### src/rtl/fetch_queue.sv
// Instruction fetch queue: issues in-order word fetches, buffers returned
// instructions with their PCs, and flushes/drains cleanly on a redirect.
module fetch_queue #(
  parameter int unsigned DEPTH    = 4,
  parameter logic [31:0] RESET_PC = 32'h0000_0000
) (
  input  logic        clk,
  input  logic        reset,
  output logic        imem_req_valid,
  input  logic        imem_req_ready,
  output logic [31:0] imem_req_addr,
  input  logic        imem_resp_valid,
  input  logic [31:0] imem_resp_data,
  input  logic        redirect,
  input  logic [31:0] redirect_pc,
  input  logic        deq_ready,
  output logic        deq_valid,
  output logic [31:0] deq_instr,
  output logic [31:0] deq_pc
);

  localparam int unsigned PW = (DEPTH > 1) ? $clog2(DEPTH) : 1;
  localparam int unsigned CW = PW + 1;
  // Stale responses can pile up across back-to-back redirects, so the drop
  // counter is wider than the occupancy counter.
  localparam int unsigned DW = 8;

  logic [31:0]       fpc_q, fpc_d;
  logic [PW-1:0]     head_q, head_d;
  logic [PW-1:0]     tail_q, tail_d;
  logic [PW-1:0]     fill_q, fill_d;
  logic [CW-1:0]     count_q, count_d;
  logic [CW-1:0]     pend_q, pend_d;
  logic [DW-1:0]     drop_q, drop_d;
  logic [DEPTH-1:0]  filled_q, filled_d;
  logic [31:0]       pc_mem_q    [DEPTH];
  logic [31:0]       pc_mem_d    [DEPTH];
  logic [31:0]       instr_mem_q [DEPTH];
  logic [31:0]       instr_mem_d [DEPTH];

  logic              req_fire;
  logic              pop;
  logic              resp_fill;
  logic              head_filled;
  logic [DW-1:0]     outstanding;

  assign imem_req_valid = ~reset & ~redirect & (count_q < CW'(DEPTH));
  assign imem_req_addr  = fpc_q;
  assign req_fire       = imem_req_valid & imem_req_ready;

  assign head_filled = filled_q[head_q];
  assign deq_valid   = head_filled & ~redirect & ~reset;
  // Payload is masked until the head is filled so nothing stale leaks out.
  assign deq_instr   = head_filled ? instr_mem_q[head_q] : 32'h0;
  assign deq_pc      = head_filled ? pc_mem_q[head_q]    : 32'h0;
  assign pop         = deq_valid & deq_ready;

  assign resp_fill   = imem_resp_valid & ~redirect & (drop_q == '0) & (pend_q != '0);
  assign outstanding = drop_q + DW'(pend_q);

  // NOTE: every signal gets its default first so no path leaves one unassigned and infers a latch.
  always_comb begin
    fpc_d       = fpc_q;
    head_d      = head_q;
    tail_d      = tail_q;
    fill_d      = fill_q;
    count_d     = count_q;
    pend_d      = pend_q;
    drop_d      = drop_q;
    filled_d    = filled_q;
    pc_mem_d    = pc_mem_q;
    instr_mem_d = instr_mem_q;

    if (redirect) begin
      fpc_d    = {redirect_pc[31:2], 2'b00};
      head_d   = '0;
      tail_d   = '0;
      fill_d   = '0;
      count_d  = '0;
      pend_d   = '0;
      filled_d = '0;
      // A response landing this cycle answers the oldest outstanding request.
      drop_d   = (imem_resp_valid && outstanding != '0) ? outstanding - DW'(1) : outstanding;
    end else begin
      if (req_fire) begin
        pc_mem_d[tail_q] = fpc_q;
        filled_d[tail_q] = 1'b0;
        tail_d           = tail_q + PW'(1);
        fpc_d            = fpc_q + 32'd4;
      end

      if (imem_resp_valid && drop_q != '0) begin
        drop_d = drop_q - DW'(1);
      end else if (resp_fill) begin
        instr_mem_d[fill_q] = imem_resp_data;
        filled_d[fill_q]    = 1'b1;
        fill_d              = fill_q + PW'(1);
      end

      if (pop) begin
        filled_d[head_q] = 1'b0;
        head_d           = head_q + PW'(1);
      end

      count_d = count_q + CW'(req_fire) - CW'(pop);
      pend_d  = pend_q + CW'(req_fire) - CW'(resp_fill);
    end
  end

  // NOTE: state registers use non-blocking assignments so every flop samples pre-edge values.
  always_ff @(posedge clk) begin
    if (reset) begin
      fpc_q    <= RESET_PC;
      head_q   <= '0;
      tail_q   <= '0;
      fill_q   <= '0;
      count_q  <= '0;
      pend_q   <= '0;
      drop_q   <= '0;
      filled_q <= '0;
    end else begin
      fpc_q    <= fpc_d;
      head_q   <= head_d;
      tail_q   <= tail_d;
      fill_q   <= fill_d;
      count_q  <= count_d;
      pend_q   <= pend_d;
      drop_q   <= drop_d;
      filled_q <= filled_d;
    end
  end

  // NOTE: payload storage is not reset; the filled flags alone decide what is visible.
  always_ff @(posedge clk) begin
    pc_mem_q    <= pc_mem_d;
    instr_mem_q <= instr_mem_d;
  end

endmodule

### config.mk
export PLATFORM = sky130hd
export DESIGN_NAME = fetch_queue
export DESIGN_NICKNAME = d
export VERILOG_FILES = /design/src/rtl/fetch_queue.sv
export SDC_FILE = /design/constraint.sdc
export NUM_CORES = 1
export LEC_CHECK = 0
export ABC_CLOCK_PERIOD_IN_PS = 3830
export BUFFER_PORTS_ARGS = -buffer_cell sky130_fd_sc_hd__buf_2
export CORE_ASPECT_RATIO = 1.4
export CORE_UTILIZATION = 58
export DETAILED_ROUTE_END_ITERATION = 10
export GPL_TIMING_DRIVEN = 0
export HOLD_SLACK_MARGIN = 0.15
export PLACE_DENSITY = 0.8
export SLEW_MARGIN = 15
export SYNTH_ARGS = -nofsm -noshare
export SYNTH_HDL_FRONTEND = slang
export SYNTH_SLANG_ARGS = --single-unit
export TNS_END_PERCENT = 10
### constraint.sdc
create_clock -name clk -period 3.83 [get_ports clk]
set_input_delay 0.383 -clock clk [delete_from_list [all_inputs] [get_ports clk]]
set_output_delay 0.383 -clock clk [all_outputs]
set_load 0.005 [all_outputs]
## Word-level counts from Yosys, hierarchy flattened

Cells that the tools add are included.
Widths: inputs -> output; s select.

| storage, ports and cells | value |
|---|---|
| register bits | 312 |
| bits of input ports | 70 |
| output and inout bits | 98 |
| word-level logic and storage cells | 110 |

| operators by class | value |
|---|---|
| add/sub/neg operators | 11 |
| $lt $le $gt $ge | 12 |
| multiplexer cells | 33 |
| bitwise operators | 20 |
| reductions and logical operators | 17 |

Operators by type and width:

| operator | count |
|---|---|
| $mux 32 | 10 |
| $bwmux 128 | 2 |
| $bmux 32 s2 | 2 |
| $demux 32 s2 | 2 |
| $add 32x3->32 const B | 1 |
| $mux 4 | 6 |
| $mux 8 | 3 |
| $reduce_bool 8->1 | 2 |
| $sub 8x1->8 const B | 2 |
| $and 1x1->1 | 9 |
| $ge 3x3->1 const B | 3 |
| $lt 2x3->1 const B | 3 |
| $not 2->3 | 3 |
| $add 8x3->8 | 1 |
| $and 4x4->4 | 2 |
| $logic_not 8->1 | 1 |
| $not 4->4 | 2 |
| $logic_and 1x1->1 | 7 |
| $add 2x1->2 const B | 3 |
| $add 3x1->3 | 2 |
| $demux 1 s2 | 3 |
| $ge 2x1->1 const B | 3 |
| $lt 3x1->1 const B | 2 |
| $sub 3x1->3 | 2 |
| other kinds (10) | 17 |

## Longest topological paths before layout

| logic depth | value |
|---|---|
| depth after elaboration | 14 |
| depth in mapped cells | 14 |
| mapped depth without buffers | 12 |

## Worst setup path after synthesis

OpenSTA, ideal clock, no wires.

| timing | value |
|---|---|
| path type | flip-flop to flip-flop |
| from | register head_q[1] |
| to | register count_q[2] |
| setup time | 128 ps |
| arrival | 2734 ps |
| required time | 3702 ps |
| slack | 968 ps |
| stages on the path, launching flop included | 14 |
| buffers on the path | 2 |
| clock period less this slack | 2862 ps |
| cell sequence | dfxtp_1 > clkbuf_1 > inv_1 > o21ai_1 > nor2_1 > and2_1 > clkbuf_1 > ha_1 > inv_1 > ha_1 > fa_1 > xnor2_1 > xnor2_1 > nor2_1 |

| between the ends | value |
|---|---|
| longest elaborated chain between the ends | 6 |

RTL lines:

| element | RTL line | RTL |
|---|---|---|
| start, declared | 29 | `logic [PW-1:0] head_q, head_d;` |
| start signal, assigned | 114 | `head_q <= '0;` |
| start signal, assigned | 123 | `head_q <= head_d;` |
| $bmux 1 s2 | 51 | `assign head_filled = filled_q[head_q];` |
| $mux 1 (not written as such) | 51 |  |
| $and 1x1->1 (2 in series) | 52 | `assign deq_valid = head_filled & ~redirect & ~reset;` |
| named net deq_valid | 17 | `output logic deq_valid,` |
| $and 1x1->1 | 56 | `assign pop = deq_valid & deq_ready;` |
| $sub 3x1->3 | 105 | `count_d = count_q + CW'(req_fire) - CW'(pop);` |
| end signal, assigned | 126 | `count_q <= count_d;` |
| end, declared | 32 | `logic [CW-1:0] count_q, count_d;` |

The timed path passes the listed nets, and every way through them passes these cells. The select of a mux whose other input is x is not followed.
A chain may end at the register's enable or synchronous reset.

## Final worst setup path

| timing | value |
|---|---|
| from | register head_q[1] |
| to | register count_q[2] |

| between the ends | value |
|---|---|
| longest elaborated chain between the ends | 6 |

RTL lines:

| element | RTL line |
|---|---|
| $bmux 1 s2 | 51 |
| $mux 1 (not written as such) | 51 |
| $and 1x1->1 (2 in series) | 52 |
| $and 1x1->1 | 56 |
| $sub 3x1->3 | 105 |

No other way between the ends. The select of a mux whose other input is x is not followed.

==> impl_metrics.yaml <==
yosys:
  netlist_area_sq_um: 13100
  ys_ff_latch: 302
  ys_seq_area_frac: 0.653
  ys_async_sr_fraction: 0
  yosys_warnings: 0
  syn_inst: 875
  synth.distinct_cells: 70
  synth_edf_count: 248
  postSynthAreaPerCell_sq_um: 14.9
  ys.flop_type: "edfxtp_1"
global_route:
  grt_pass1_vias: 8585
  track_usage: 0.259
  grt_max_degree: 31
  grt_pass1_wl_um: 45700
  grt-ovfl-total: 0
  antenna_found_initial: 0
floorplan:
  fp.dieArea_sq_um: 23100
  rows: 64
  die_h_um: 180
  die_w_um: 129
  core-area_sq_um: 21900
  io_pins: 168
  start_util: 0.595
power:
  p_leak_nw: 5.56
  power_mw: 6.97
  peakVddDrop_mv: 0.396
  powerDensity_nw_per_um2: 443
cells_and_area:
  syn_to_final_growth_pct: 20.5
  multiInputGateArea_sq_um: 4240
  drive_gt1_frac: 0.273
  final_core_util: 0.717
  final_net_count: 1222
  n_antenna_cell: 0
  fillers: 1444
  register_area_sq_um: 8530
  fin_area_sq_um: 15700
  layout.cells.non_filler: 1443
worst_setup_path:
  crit_fanout: 9
  r2r_end: "count_q[2]$_SDFF_PP0_"
  crit_type: "register to register"
  crit_path_end_kind: "register"
  r2r-start: "head_q[1]$_SDFFE_PP0N_"
  arrival_ns: 3.99
  startpoint: "head_q[1]$_SDFFE_PP0N_"
  critPathCapture: "count_q[2]$_SDFF_PP0_"
  reg2reg_slack_ns: 0.25
  worst_ep_required_time_ns: 4.23
  rr_worst_depth: 13
  crit_path_start_kind: "register"
drt:
  drtIter0Drc: 623
  drc: 0
  vias: 8566
  wl_per_cell_um: 20.2
  antenna_left: 0
  vias_per_cell: 5.94
  routed_wl_um: 29100
  first_pass_iters: 6
cts:
  clockBufferDepth: 3
  root_buffer: "clkbuf_16"
  clkLatencyLatePin_ns: 0.54
  postCtsSetupRepairBufs: 0
  clock_sinks: 302
  clk_pin_slew_worst_paths_ns: 0.07
  cts_tree: "yes"
  htreeDepth: 1
  cts_inserted_buffers: 27
timing:
  finalSetupViolCount: 0
  finalCritPeriodShare: 0.936
  relSlewSlack: 0.485
  rsz0062_at_grt: "no"
  slew_violations: 0
  fin_crit_ns: 3.58
  max_freq_mhz: 279
  final_hold_viol_count: 0
  worst_slew_pin_slew_ns: 0.772
  finClkSkew_ns: 0.0103
outcome:
  status: "finished clean"
placed_design:
  io_buffers: 160
  place_area_sq_um: 14300
  gp_congestion: 0.916
  hpwl_um: 19100
  dpl.cell_count: 1339
run:
  maxCapViolations: 0
min_path:
  hold_class: "input pin to register"
[worst min path at each step]
stage / start / endpoint / slack [ns] / cells past startpoint
6_report: redirect_pc[17] / imem_req_addr[17]$_SDFFE_PP0P_ / 0.16 / 3
3_3_place_gp: count_q[1]$_SDFF_PP0_ / count_q[2]$_SDFF_PP0_ / 0.50 / 2
2_1_floorplan: imem_resp_data[0] / instr_mem_q[0]$_DFFE_PP_ / 0.48 / 0
3_5_place_dp: filled_q[3]$_SDFF_PP0_ / filled_q[3]$_SDFF_PP0_ / 0.53 / 2
5_1_grt: redirect_pc[17] / imem_req_addr[17]$_SDFFE_PP0P_ / 0.16 / 3
4_1_cts: redirect_pc[17] / imem_req_addr[17]$_SDFFE_PP0P_ / 0.15 / 3
[per-layer routing]
layer	track usage	routed length, um	share of wire
met1	0.325	10900	0.38
met2	0.451	15100	0.52
met3	0.0378	2180	0.075
met4	0.101	923	0.032
met5	0	0	0
[report_power, final]
part	total (mW)	switching (mW)	internal [mW]
Clock	2.60	1.16	1.44
Sequential	3.69	0.0772	3.61
Combinational	0.681	0.384	0.297
[state kept, by name, indices dropped and copies added, names as in the netlist]
name           cells
drop_q             8
pc_mem_q         120
instr_mem_q      128
filled_q           4
fill_q             2
head_q             2
imem_req_addr     30
count_q            3
tail_q             2
pend_q             3
[timing repair]
action,4_1_cts,5_1_grt
gates resized for setup,1,1
pin swaps,0,0
endpoints found under the hold margin,150,0
setup endpoints to repair,2,1
hold buffers,54,0
[placed cells by master, fill, tap and decap left out, types with 4 or more instances in the layout]
cell type	Yosys	final
mux2i_1	4	4
a21oi_1	44	44
buf_1	4	4
buf_4	4	4
and2_1	11	7
clkbuf_16	0	27
edfxtp_1	248	248
nand2_1	42	42
a221oi_1	8	8
o21ai_0	22	22
conb_1	1	4
nand2b_1	6	6
buf_2	11	171
nand3_1	27	27
a211oi_1	6	6
nor3_2	4	4
ha_1	24	24
xnor2_1	13	13
dfxtp_1	54	54
and3_1	8	8
dlygate4sd3_1	0	54
nor2_1	50	50
a31oi_1	7	7
and2_2	0	4
clkbuf_1	30	36
o211ai_1	5	5
buf_12	0	4
inv_6	0	4
inv_2	1	5
mux4_2	62	62
nor3_1	18	18
nor2b_1	66	66
inv_1	28	24
nor4_1	6	6
mux2_2	4	4
clkinv_2	0	5
[worst max-delay path, cell delays in order (launching register included)]
cell and delay (ns):
dfxtp_1 0.35, clkbuf_1 0.46, inv_1 0.27, o21ai_4 0.43
nor2_1 0.13, and2_1 0.22, clkbuf_1 0.23, ha_1 0.34
inv_1 0.04, ha_1 0.18, fa_1 0.39, xnor2_1 0.21
xnor2_1 0.15, nor2_1 0.06
[per-stage QoR]
step,hold WS [ns],worst slack [ns],setup TNS [ns]
after floorplan,0.482,0.968,0
after global placement,0.504,-0.135,-0.135
after detailed placement,0.525,-0.200,-0.200
after CTS,0.151,0.0282,0
after global routing,0.162,0.0917,0
final,0.163,0.246,0
[cell type report]
| class | instances | share of cell area |
|---|---|---|
| sequential | 302 | 0.542 |
| multi-input combinational | 498 | 0.269 |
| timing repair buffer | 218 | 0.0903 |
| clock buffer | 36 | 0.0470 |
| tap | 297 | 0.0236 |
| buffer | 49 | 0.0135 |
| clock inverter | 14 | 0.00724 |
| inverter | 29 | 0.00692 |
[cells in the mapped netlist, drive strengths merged (22+ instances only)]
master	n	area share
nor2b	66	0.032
nand2	42	0.012
mux4	62	0.11
clkbuf	30	0.0086
o21ai	23	0.0088
dfxtp	54	0.083
ha	24	0.023
nand3	27	0.010
nor2	50	0.014
nor3	22	0.010
a21oi	44	0.017
inv	29	0.0083
edfxtp	248	0.57
[cells by family (layout without fill, tap and decap cells)]
logic type | count (synthesis) | count (layout) | synth area share
compound gates | 123 | 123 | 0.0619
flops | 302 | 302 | 0.653
fa+ha+maj | 27 | 27 | 0.0276
mux | 72 | 72 | 0.115
xor+xnor | 14 | 14 | 0.00939
simple gates | 258 | 258 | 0.108
other cells | 1 | 4 | 0.000287
buf+inv | 78 | 346 | 0.0246
Power figures use the tool's default switching activity.
